[src/rtl/tree_stage_reg_pkg.sv]
// Shared definitions for the classification-tree pipeline: stage state encoding
// and the default per-lane field widths used by the tree node stages.
package tree_pipe_pkg;

  localparam int PACKET_WIDTH_DEF = 104;
  localparam int NODE_WIDTH_DEF   = 40;

  localparam logic [1:0] ST_EMPTY = 2'd0;
  localparam logic [1:0] ST_ONE   = 2'd1;
  localparam logic [1:0] ST_TWO   = 2'd2;

  typedef enum logic [1:0] {
    S_EMPTY = ST_EMPTY,
    S_ONE   = ST_ONE,
    S_TWO   = ST_TWO
  } stage_state_e;

endpackage

[src/rtl/tree_stage_reg_if.sv]
// Bundle handshake between two tree levels plus the stage's flush and counter controls.
// The stage itself takes the slave view; the upstream/downstream side takes master.
interface tree_stage_reg_if
  import tree_pipe_pkg::*;
#(
  parameter int LANES        = 2,
  parameter int PACKET_WIDTH = PACKET_WIDTH_DEF,
  parameter int NODE_WIDTH   = NODE_WIDTH_DEF,
  parameter int COUNT_WIDTH  = 32
);
  logic [LANES*PACKET_WIDTH-1:0] packet_in;
  logic [LANES*NODE_WIDTH-1:0]   node_in;
  logic [LANES-1:0]              matched_in;
  logic [LANES-1:0]              data_valid_in;
  logic                          in_valid;
  logic                          in_ready;
  logic [LANES*PACKET_WIDTH-1:0] packet_out;
  logic [LANES*NODE_WIDTH-1:0]   node_out;
  logic [LANES-1:0]              matched_out;
  logic [LANES-1:0]              data_valid_out;
  logic                          out_valid;
  logic                          out_ready;
  logic                          flush;
  logic                          clr_count;
  logic [COUNT_WIDTH-1:0]        match_count;

  modport master (
    output packet_in, node_in, matched_in, data_valid_in, in_valid, out_ready, flush, clr_count,
    input  in_ready, packet_out, node_out, matched_out, data_valid_out, out_valid, match_count
  );

  modport slave (
    input  packet_in, node_in, matched_in, data_valid_in, in_valid, out_ready, flush, clr_count,
    output in_ready, packet_out, node_out, matched_out, data_valid_out, out_valid, match_count
  );
endinterface

[src/rtl/tree_stage_reg_popcount.sv]
// Counts set bits across the lanes of a bundle.
module tree_match_popcount #(
  parameter int LANES = 2,
  parameter int CW    = $clog2(LANES + 1)
) (
  input  logic [LANES-1:0] bits_i,
  output logic [CW-1:0]    count_o
);

  // Ripple sum over lanes
  always_comb begin
    count_o = '0;
    for (int i = 0; i < LANES; i++) begin
      count_o = count_o + CW'(bits_i[i]);
    end
  end

endmodule

[src/rtl/tree_stage_reg.sv]
// Elastic two-entry stage register between tree levels: main register drives the
// outputs, a skid register absorbs one extra bundle during a downstream stall.
module tree_stage_reg
  import tree_pipe_pkg::*;
#(
  parameter int LANES        = 2,
  parameter int PACKET_WIDTH = PACKET_WIDTH_DEF,
  parameter int NODE_WIDTH   = NODE_WIDTH_DEF,
  parameter int COUNT_WIDTH  = 32
) (
  input logic             clk,
  input logic             RSTn,
  tree_stage_reg_if.slave bus
);

  localparam int PC_W  = $clog2(LANES + 1);
  localparam int SUM_W = ((COUNT_WIDTH > PC_W) ? COUNT_WIDTH : PC_W) + 1;
  localparam logic [SUM_W-1:0] CNT_MAX = SUM_W'({COUNT_WIDTH{1'b1}});

  typedef struct packed {
    logic [LANES*PACKET_WIDTH-1:0] packet;
    logic [LANES*NODE_WIDTH-1:0]   node;
    logic [LANES-1:0]              matched;
    logic [LANES-1:0]              dvalid;
  } bundle_t;

  stage_state_e           state_q;
  bundle_t                main_q;
  bundle_t                skid_q;
  bundle_t                in_s;
  logic                   in_ready_s;
  logic                   out_valid_s;
  logic                   in_fire_s;
  logic                   out_fire_s;
  logic [LANES-1:0]       dv_out_s;
  logic [PC_W-1:0]        pop_s;
  logic [SUM_W-1:0]       sum_s;
  logic [COUNT_WIDTH-1:0] count_q;
  logic [COUNT_WIDTH-1:0] count_d;

  assign in_s = '{packet: bus.packet_in, node: bus.node_in,
                  matched: bus.matched_in, dvalid: bus.data_valid_in};

  // Handshake flags decode straight from the state register, so no input reaches an output
  assign in_ready_s  = (state_q != S_TWO);
  assign out_valid_s = (state_q != S_EMPTY);
  assign in_fire_s   = bus.in_valid & in_ready_s;
  assign out_fire_s  = out_valid_s & bus.out_ready;
  assign dv_out_s    = main_q.dvalid & {LANES{out_valid_s}};

  // Occupancy FSM with main/skid storage; flush discards everything including this cycle's input
  always_ff @(posedge clk or negedge RSTn) begin
    if (!RSTn) begin
      state_q <= S_EMPTY;
      main_q  <= '0;
      skid_q  <= '0;
    end else if (bus.flush) begin
      state_q <= S_EMPTY;
    end else begin
      case (state_q)
        S_EMPTY: begin
          if (in_fire_s) begin
            main_q  <= in_s;
            state_q <= S_ONE;
          end
        end
        S_ONE: begin
          if (in_fire_s && !out_fire_s) begin
            skid_q  <= in_s;
            state_q <= S_TWO;
          end else if (in_fire_s) begin
            main_q <= in_s;
          end else if (out_fire_s) begin
            state_q <= S_EMPTY;
          end
        end
        S_TWO: begin
          if (out_fire_s) begin
            main_q  <= skid_q;
            state_q <= S_ONE;
          end
        end
        default: state_q <= S_EMPTY;
      endcase
    end
  end

  tree_match_popcount #(
    .LANES (LANES),
    .CW    (PC_W)
  ) u_popcount (
    .bits_i  (dv_out_s & main_q.matched),
    .count_o (pop_s)
  );

  // Saturating counter update; a clear wins over the delivery in the same cycle
  always_comb begin
    sum_s = SUM_W'(count_q) + SUM_W'(pop_s);
    if (bus.clr_count) begin
      count_d = '0;
    end else if (out_fire_s) begin
      if (sum_s > CNT_MAX) begin
        count_d = '1;
      end else begin
        count_d = sum_s[COUNT_WIDTH-1:0];
      end
    end else begin
      count_d = count_q;
    end
  end

  // Match counter register, untouched by flush
  always_ff @(posedge clk or negedge RSTn) begin
    if (!RSTn) begin
      count_q <= '0;
    end else begin
      count_q <= count_d;
    end
  end

  assign bus.in_ready       = in_ready_s;
  assign bus.out_valid      = out_valid_s;
  assign bus.packet_out     = main_q.packet;
  assign bus.node_out       = main_q.node;
  assign bus.matched_out    = main_q.matched;
  assign bus.data_valid_out = dv_out_s;
  assign bus.match_count    = count_q;

endmodule

[src/flat_wrapper.sv]
// flat-port wrapper written by rule: the top's interface ports become plain ports
module tree_stage_reg_flat import tree_pipe_pkg::*;
#(
  parameter int LANES        = 2,
  parameter int PACKET_WIDTH = PACKET_WIDTH_DEF,
  parameter int NODE_WIDTH   = NODE_WIDTH_DEF,
  parameter int COUNT_WIDTH  = 32
)
  (clk, RSTn, bus_packet_in, bus_node_in, bus_matched_in, bus_data_valid_in, bus_in_valid, bus_out_ready, bus_flush, bus_clr_count, bus_in_ready, bus_packet_out, bus_node_out, bus_matched_out, bus_data_valid_out, bus_out_valid, bus_match_count);
  tree_stage_reg_if #(.LANES(LANES), .PACKET_WIDTH(PACKET_WIDTH), .NODE_WIDTH(NODE_WIDTH), .COUNT_WIDTH(COUNT_WIDTH)) bus_i ();
  input logic clk;
  input logic RSTn;
  input wire logic [$bits(bus_i.packet_in)-1:0] bus_packet_in;
  input wire logic [$bits(bus_i.node_in)-1:0] bus_node_in;
  input wire logic [$bits(bus_i.matched_in)-1:0] bus_matched_in;
  input wire logic [$bits(bus_i.data_valid_in)-1:0] bus_data_valid_in;
  input wire logic [$bits(bus_i.in_valid)-1:0] bus_in_valid;
  input wire logic [$bits(bus_i.out_ready)-1:0] bus_out_ready;
  input wire logic [$bits(bus_i.flush)-1:0] bus_flush;
  input wire logic [$bits(bus_i.clr_count)-1:0] bus_clr_count;
  output wire logic [$bits(bus_i.in_ready)-1:0] bus_in_ready;
  output wire logic [$bits(bus_i.packet_out)-1:0] bus_packet_out;
  output wire logic [$bits(bus_i.node_out)-1:0] bus_node_out;
  output wire logic [$bits(bus_i.matched_out)-1:0] bus_matched_out;
  output wire logic [$bits(bus_i.data_valid_out)-1:0] bus_data_valid_out;
  output wire logic [$bits(bus_i.out_valid)-1:0] bus_out_valid;
  output wire logic [$bits(bus_i.match_count)-1:0] bus_match_count;
  assign bus_i.packet_in = bus_packet_in;
  assign bus_i.node_in = bus_node_in;
  assign bus_i.matched_in = bus_matched_in;
  assign bus_i.data_valid_in = bus_data_valid_in;
  assign bus_i.in_valid = bus_in_valid;
  assign bus_i.out_ready = bus_out_ready;
  assign bus_i.flush = bus_flush;
  assign bus_i.clr_count = bus_clr_count;
  assign bus_in_ready = bus_i.in_ready;
  assign bus_packet_out = bus_i.packet_out;
  assign bus_node_out = bus_i.node_out;
  assign bus_matched_out = bus_i.matched_out;
  assign bus_data_valid_out = bus_i.data_valid_out;
  assign bus_out_valid = bus_i.out_valid;
  assign bus_match_count = bus_i.match_count;
  tree_stage_reg #(.LANES(LANES), .PACKET_WIDTH(PACKET_WIDTH), .NODE_WIDTH(NODE_WIDTH), .COUNT_WIDTH(COUNT_WIDTH)) u_core (.clk(clk), .RSTn(RSTn), .bus(bus_i));
endmodule
[config.mk]
export PLATFORM = sky130hd
export DESIGN_NAME = tree_stage_reg_flat
export DESIGN_NICKNAME = d
export VERILOG_FILES = /design/src/rtl/tree_stage_reg_pkg.sv /design/src/rtl/tree_stage_reg_if.sv /design/src/rtl/tree_stage_reg_popcount.sv /design/src/rtl/tree_stage_reg.sv /design/src/flat_wrapper.sv
export SDC_FILE = /design/constraint.sdc
export NUM_CORES = 1
export LEC_CHECK = 0
export CORE_MARGIN = 2
export CORE_UTILIZATION = 25
export CTS_CLUSTER_SIZE = 24
export DETAILED_ROUTE_END_ITERATION = 8
export PLACE_DENSITY = 0.53
export SYNTH_ARGS = -nofsm -noshare
export SYNTH_HDL_FRONTEND = slang
export SYNTH_SLANG_ARGS = --single-unit
export TNS_END_PERCENT = 10
[constraint.sdc]
create_clock -name clk -period 2.16 [get_ports clk]
set_input_delay 0.432 -clock clk [delete_from_list [all_inputs] [get_ports clk]]
set_output_delay 0.432 -clock clk [all_outputs]
set_load 0.005 [all_outputs]
; Word level (Yosys, flattened, before mapping)
; Index checks and enable logic that the tools add are counted.
[totals]
ff_bits = 618
inputBits = 298
output_inout_bits = 326
[op_classes]
add_sub_neg = 2
magnitude_cmp = 1
n_eq_ne = 9
mux = 14
bitwise = 5
reduce_logical = 9
[ops]
columns = operator, count
row1 = 2-to-1 mux 292 bit, 3
row2 = case mux 292 bit (3 select lines), 1
row3 = 2-to-1 mux 32 bit, 3
row4 = adder 32 x 2 -> 33 bit, 1
row5 = "> comparator 33 x 32 -> 1 bit, second input constant", 1
row6 = 2-to-1 mux 2 bit, 6
row7 = AND reduction 4 bit, 2
row8 = "inequality test 3 x 2 -> 1 bit, second input constant", 2
row9 = case mux 2 bit (3 select lines), 1
row10 = AND 2 bit, 2
row11 = "inequality test 2 bit, second input constant", 2
row12 = "inequality test 4 x 2 -> 1 bit, second input constant", 1
row13 = "inequality test 4 bit, second input constant", 1
row14 = nonzero test 2 bit, 2
row15 = AND reduction 3 bit, 1
row16 = nonzero test 3 bit, 1
row17 = adder 1 x 1 -> 2 bit, 1
row18 = AND 1 bit, 2
row19 = "== test 2 x 1 -> 1 bit, second input constant", 1
row20 = "== test 2 bit, second input constant", 1
row21 = zero test 2 bit, 1
row22 = "inequality test 2 x 1 -> 1 bit, second input constant", 1
row23 = logical AND 1 bit, 1
row24 = zero test 1 bit, 1
row25 = NOT 1 bit, 1

; Logic depth before layout (Yosys ltp)
[depth]
word_depth = 9
depth_mapped = 12

; By module
; Synthesis repeated with hierarchy kept, for this count alone.
[unflattened]
hier_cells = 2744
area_unflattened_um2 = 28273.4
[modules_own_cells]
columns = module, n_inst, cells_per_inst, area_per_inst_um2, seq_area_each_um2
row1 = tree_stage_reg, 1, 2743, 28260.9, 15464.8
row2 = tree_match_popcount, 1, 1, 12.5, 0.0

; Worst setup path before layout
; No wires, ideal clock.
[synth_timing]
kind = register to register
startpoint = reg u_core.state_q[0]
endpoint = reg u_core.count_q[13] (netlist: u_core.bus.match_count[13])
arrival_ps = 2369
required_ps = 2064
path_slack_ps = -305
stages_incl_launch_ff = 12
path_buffers = 0
synth_period_minus_slack_ps = 2465
path_cell_list = dfrtp_1 > or2_1 > and2_1 > nand2_1 > fa_1 > inv_1 > ha_1 > nand3_1 > nor4_4 > a31oi_2 > and3_1 > nor4_2
[synth_via]
elab_chain_cells = 9
[synth_rtl]
columns = item, line
row1 = start: declaration, tree_stage_reg.sv:27  ; stage_state_e state_q;
row2 = start signal: assignment, tree_stage_reg.sv:54  ; state_q <= S_EMPTY;
row3 = start signal: assignment, tree_stage_reg.sv:58  ; state_q <= S_EMPTY;
row4 = start signal: assignment, tree_stage_reg.sv:64  ; state_q <= S_ONE;
row5 = nonzero test 2 bit *, tree_stage_reg.sv:46  ; assign out_valid_s = (state_q != S_EMPTY);
row6 = named net bus_out_valid, flat_wrapper.sv:26  ; output wire logic [$bits(bus_i.out_valid)-1:0] bus_out_valid;
row7 = AND 2 bit *, tree_stage_reg.sv:49  ; assign dv_out_s = main_q.dvalid & {LANES{out_valid_s}};
row8 = named net bus_data_valid_out[0], flat_wrapper.sv:25  ; output wire logic [$bits(bus_i.data_valid_out)-1:0] bus_data_valid_out;
row9 = AND 2 bit *, tree_stage_reg.sv:92  ; .bits_i (dv_out_s & main_q.matched),
row10 = adder 1 x 1 -> 2 bit *, tree_stage_reg_popcount.sv:14  ; count_o = count_o + CW'(bits_i[i]);
row11 = adder 32 x 2 -> 33 bit *, tree_stage_reg.sv:98  ; sum_s = SUM_W'(count_q) + SUM_W'(pop_s);
row12 = > comparator 33 x 32 -> 1 bit, tree_stage_reg.sv:102  ; if (sum_s > CNT_MAX) begin
row13 = 2-to-1 mux 32 bit *, tree_stage_reg.sv:102
row14 = 2-to-1 mux 32 bit *, tree_stage_reg.sv:101  ; end else if (out_fire_s) begin
row15 = 2-to-1 mux 32 bit *, tree_stage_reg.sv:99  ; if (bus.clr_count) begin
row16 = end signal: assignment, tree_stage_reg.sv:117  ; count_q <= count_d;
row17 = end: declaration, tree_stage_reg.sv:38  ; logic [COUNT_WIDTH-1:0] count_q;
; The timed path passes the listed nets; every way through them passes the cells marked *. The select of a mux whose other input is x is not followed.
; A chain may end at the register's enable or synchronous reset.

; Worst setup path after layout
[layout_timing]
startpoint = reg u_core.state_q[0]
endpoint = reg u_core.count_q[17] (netlist: u_core.bus.match_count[17])
[layout_via]
elab_chain_cells = 9
[layout_rtl]
columns = item, line
row1 = nonzero test 2 bit *, tree_stage_reg.sv:46
row2 = AND 2 bit, tree_stage_reg.sv:49
row3 = AND 2 bit, tree_stage_reg.sv:92
row4 = adder 1 x 1 -> 2 bit, tree_stage_reg_popcount.sv:14
row5 = adder 32 x 2 -> 33 bit, tree_stage_reg.sv:98
row6 = > comparator 33 x 32 -> 1 bit, tree_stage_reg.sv:102
row7 = 2-to-1 mux 32 bit, tree_stage_reg.sv:102
row8 = 2-to-1 mux 32 bit, tree_stage_reg.sv:101
row9 = 2-to-1 mux 32 bit, tree_stage_reg.sv:99
; Mark *: on every way between the ends. The rest lies on a longest branch, timed or not. The select of a mux whose other input is x is not followed.

==> results.md <==
* Mapped Cells at 2725
* Final WS setup at -0.1760 ns
* Slowest-stage cell, CP: fa_2
* Die X at 338.9 um
* Clk sinks at 618
* Area delta synth->final at 34.67%
* First-pass GRT wire length at 129700 um
* I/O pins at 624
* Seq/Total Area, Yosys at 55.15%
* Netlist cell types at 57
* Drt first pass iters at 5
* Crit. End Element: flip-flop
* Worst skew pair latency at 0.62 ns
* Final Hold Vio Count at 0
* LEAKAGE at 15.84 nW
* Die Area at 114900 um2
* Asr flop ratio synth at 100.0%
* Layout cell share with drive strength beyond 1 at 19.38%
* DR vias at 20410
* Total global routing overflow at 0
* Measured slew at the worst slew-check pin at 0.6499 ns
* Period utilization at 108.2%
* Skew final at 0.01064 ns
* Critical Path Start Type: flip-flop
* WL/cell at 18.22 um
* Hold Crit Class: in2async
* # DRC at 0
* Min Tclk post-route at 2.336 ns
* Mapped Area at 28040 um2
* Fmax at 428.1 MHz
* Max-slew violation count at 0
* Final setup viols at 31
* Cell chain of the critical path: or2_4 > and2_4 > nand2_2 > fa_2 > inv_2 > ha_4 > nand3_4 > buf_6 > nor2_4 > and4_4 > buf_6 > nor4_1 > nor4_1
* CTS tree: built
* Detail Route Antenna Nets at 0
* Cell taking the most area after synthesis: dfrtp_1
* Crit-path max cell delay at 0.37 ns
* Pwr dens at 930.1 nW/um2
* Slew HR at 56.68%
* Status: finished with violations
* Average size of a mapped cell at 10.29 um2
* NumNets Final at 3424
* Register bit total from synthesis at 618
* Place WS at -0.3672 ns
* Clock transition at path regs at 0.06 ns
* # fillers at 11180
* CTS root buf: clkbuf_16
* CP required at 2.67 ns
* Reg area at 15480 um2
* Pin count of the biggest net entering global routing at 100
* Die Y at 338.9 um
* Top cell type's share of synthesized area at 55.15%
* CTS max path bufs at 3
* GP Congestion at 0.7914
* Violated checks: negative setup slack
* Core ar. at 111000 um2
* Vias in the first global route at 20440
* Vias per cell at 4.365
* CP Class: reg2reg
* PortBufs at 623
* Cell row count at 122
* RSZ-0062 raised after global routing: yes
* Multi-input gate area at 9826 um2
* Total power at 35.12 mW
* CTS buffer count at 75
* Delay-heaviest family, CP: simple AND/OR/NAND/NOR gates
* GRT Overall Usage at 14.60%
* Buf+Inv Stages, Crit Path at 3
* Initial antenna violation count at 17
* Critical path fanouts, max at 5
* Worst vdd ir at 502.2 uV
* Crit path arrival time at 2.85 ns
* Post-synth EDFFs at 0
* Most area-consuming cells after synthesis: dfrtp_1 55%, mux2_2 11%, nand2_1 8.0%, buf_4 7.8%, a31oi_1 6.8%
* Hpwl dp at 59920 um
* Synth warn at 0
* First DRT Iteration DRCs at 984
* Drt total wl at 85210 um
* Starting Density at 25.27%
* Ys flop type: dfrtp_1
* Syn Nets at 3026
* Max-cap violations at 0
* H-tree depth at 3
registers in the layout, summed over array words and instances (netlist names):
name,cells
u_core.bus.packet_out,208
u_core.bus.matched_out,2
u_core.main_q,2
u_core.skid_q,292
u_core.bus.match_count,32
u_core.state_q,2
u_core.bus.node_out,80
metrics by stage:
| step | cells | setup TNS [ns] | util (%) | cell area (um2) | hold WS (ns) |
|---|---|---|---|---|---|
| after global placement | 4524 | -102.44 | 31.41 | 34860 | 0.4080 |
| after detailed placement | 4524 | -107.49 | 31.41 | 34860 | 0.4028 |
| after global routing | 4677 | -16.01 | 34.03 | 37760 | 0.3316 |
| final | 4677 | -2.337 | 34.03 | 37760 | 0.3481 |
| after CTS | 4661 | -4.220 | 33.85 | 37570 | 0.3132 |
| after floorplan | 2725 | -2.069 | - | 28080 | 0.1364 |
cell families after synthesis:
kind of cell / Yosys count / synth area share [%]
AND/OR/NAND/NOR: 1003 / 14.54
buffers and inverters: 467 / 10.62
adder cells (fa/ha/maj): 3 / 0.1606
AO/OA/AOI/OAI: 338 / 7.665
flip-flops: 618 / 55.15
multiplexers: 295 / 11.83
XOR/XNOR: 1 / 0.03124
worst paths after layout:
path | end | from | cells past startpoint | slack, ns
max in group asynchronous | u_core.skid_q[58]$_DFFE_PN0P_ | RSTn | 3 | 0.87
min in group clk | u_core.bus.packet_out[205]$_DFFE_PN0P_ | bus_packet_in[205] | 3 | 0.39
worst max-delay path | u_core.bus.match_count[17]$_DFFE_PN0P_ | u_core.state_q[0]$_DFFE_PN0P_ | 13 | -0.18
worst max register to register | u_core.bus.match_count[17]$_DFFE_PN0P_ | u_core.state_q[0]$_DFFE_PN0P_ | 13 | -0.18
worst min-delay path | u_core.bus.packet_out[37]$_DFFE_PN0P_ | RSTn | 2 | 0.35
worst min register to register | u_core.skid_q[210]$_DFFE_PN0P_ | u_core.skid_q[210]$_DFFE_PN0P_ | 1 | 0.48
cell usage after synthesis (2+ instances only):
library cell,count
dfrtp_1,618
nand2_1,594
nor2_1,320
a31oi_1,303
buf_4,292
mux2_2,262
buf_2,98
clkbuf_1,67
mux2_1,30
nor3_1,18
and3_1,12
a21oi_1,11
nand3_1,10
and2_1,7
nand4_1,6
inv_1,5
a311oi_1,4
and4_1,4
nor3_2,4
nor4_1,4
o21bai_1,4
a211oi_1,3
buf_1,3
mux2i_1,3
nor2_2,3
nor4_2,3
o22ai_1,3
a41oi_1,2
and4_2,2
ha_1,2
nor2b_1,2
worst register-to-register path: stages (launching register included):
cell	delay, ns
dfrtp_1	0.34
or2_4	0.13
and2_4	0.14
nand2_2	0.05
fa_2	0.37
inv_2	0.09
ha_4	0.14
nand3_4	0.08
buf_6	0.14
nor2_4	0.07
and4_4	0.27
buf_6	0.12
nor4_1	0.05
nor4_1	0.25
layout by cell type, fill, tap and decap left out, types with 15 or more instances in the layout:
cell             Yosys  routed
clkbuf_8             0      20
nand2_1            594     591
a31oi_1            303     303
nor2_1             320     315
buf_6                1      18
mux2_1              30      30
mux2_2             262     262
clkdlybuf4s50_1      0     599
buf_12               0      37
nor3_1              18      15
buf_4              292     103
dfrtp_1            618     606
clkbuf_16            0      81
final cells by class:
type	count	area share, %
antenna	11	0.07289
clock buffer	115	6.236
clock inverter	17	0.4672
inverter	6	0.07952
multi-input combinational	1640	26.02
sequential	618	40.99
tap	1488	4.930
timing repair buffer	782	21.20
what timing repair did:
action,4_1_cts,5_1_grt
resized for setup,73,38
hold buffers,1,0
hold endpoints to repair,16,0
endpoints found under the setup margin,63,178
pin swaps,20,19
setup buffers,4,5
routing by layer:
| metal | track usage (%) | part of all wire, % | wire length [um] | vias to the layer above |
|---|---|---|---|---|
| li1 | - | - | - | 9755 |
| met1 | 17.71 | 41 | 34880 | 10020 |
| met2 | 24.63 | 50 | 42380 | 485 |
| met3 | 4.010 | 6.2 | 5265 | 144 |
| met4 | 5.380 | 3.1 | 2605 | 12 |
| met5 | 0 | 0.093 | 79 | - |
report_power, final:
part | internal [mW] | total (mW) | leakage, nW | switching, mW
Combinational | 4.11 | 6.66 | 7.34 | 2.55
Clock | 7.85 | 12.9 | 1.25 | 5.06
Sequential | 14.2 | 15.6 | 7.25 | 1.39
No activity file was read; power rests on OpenSTA's default activity.
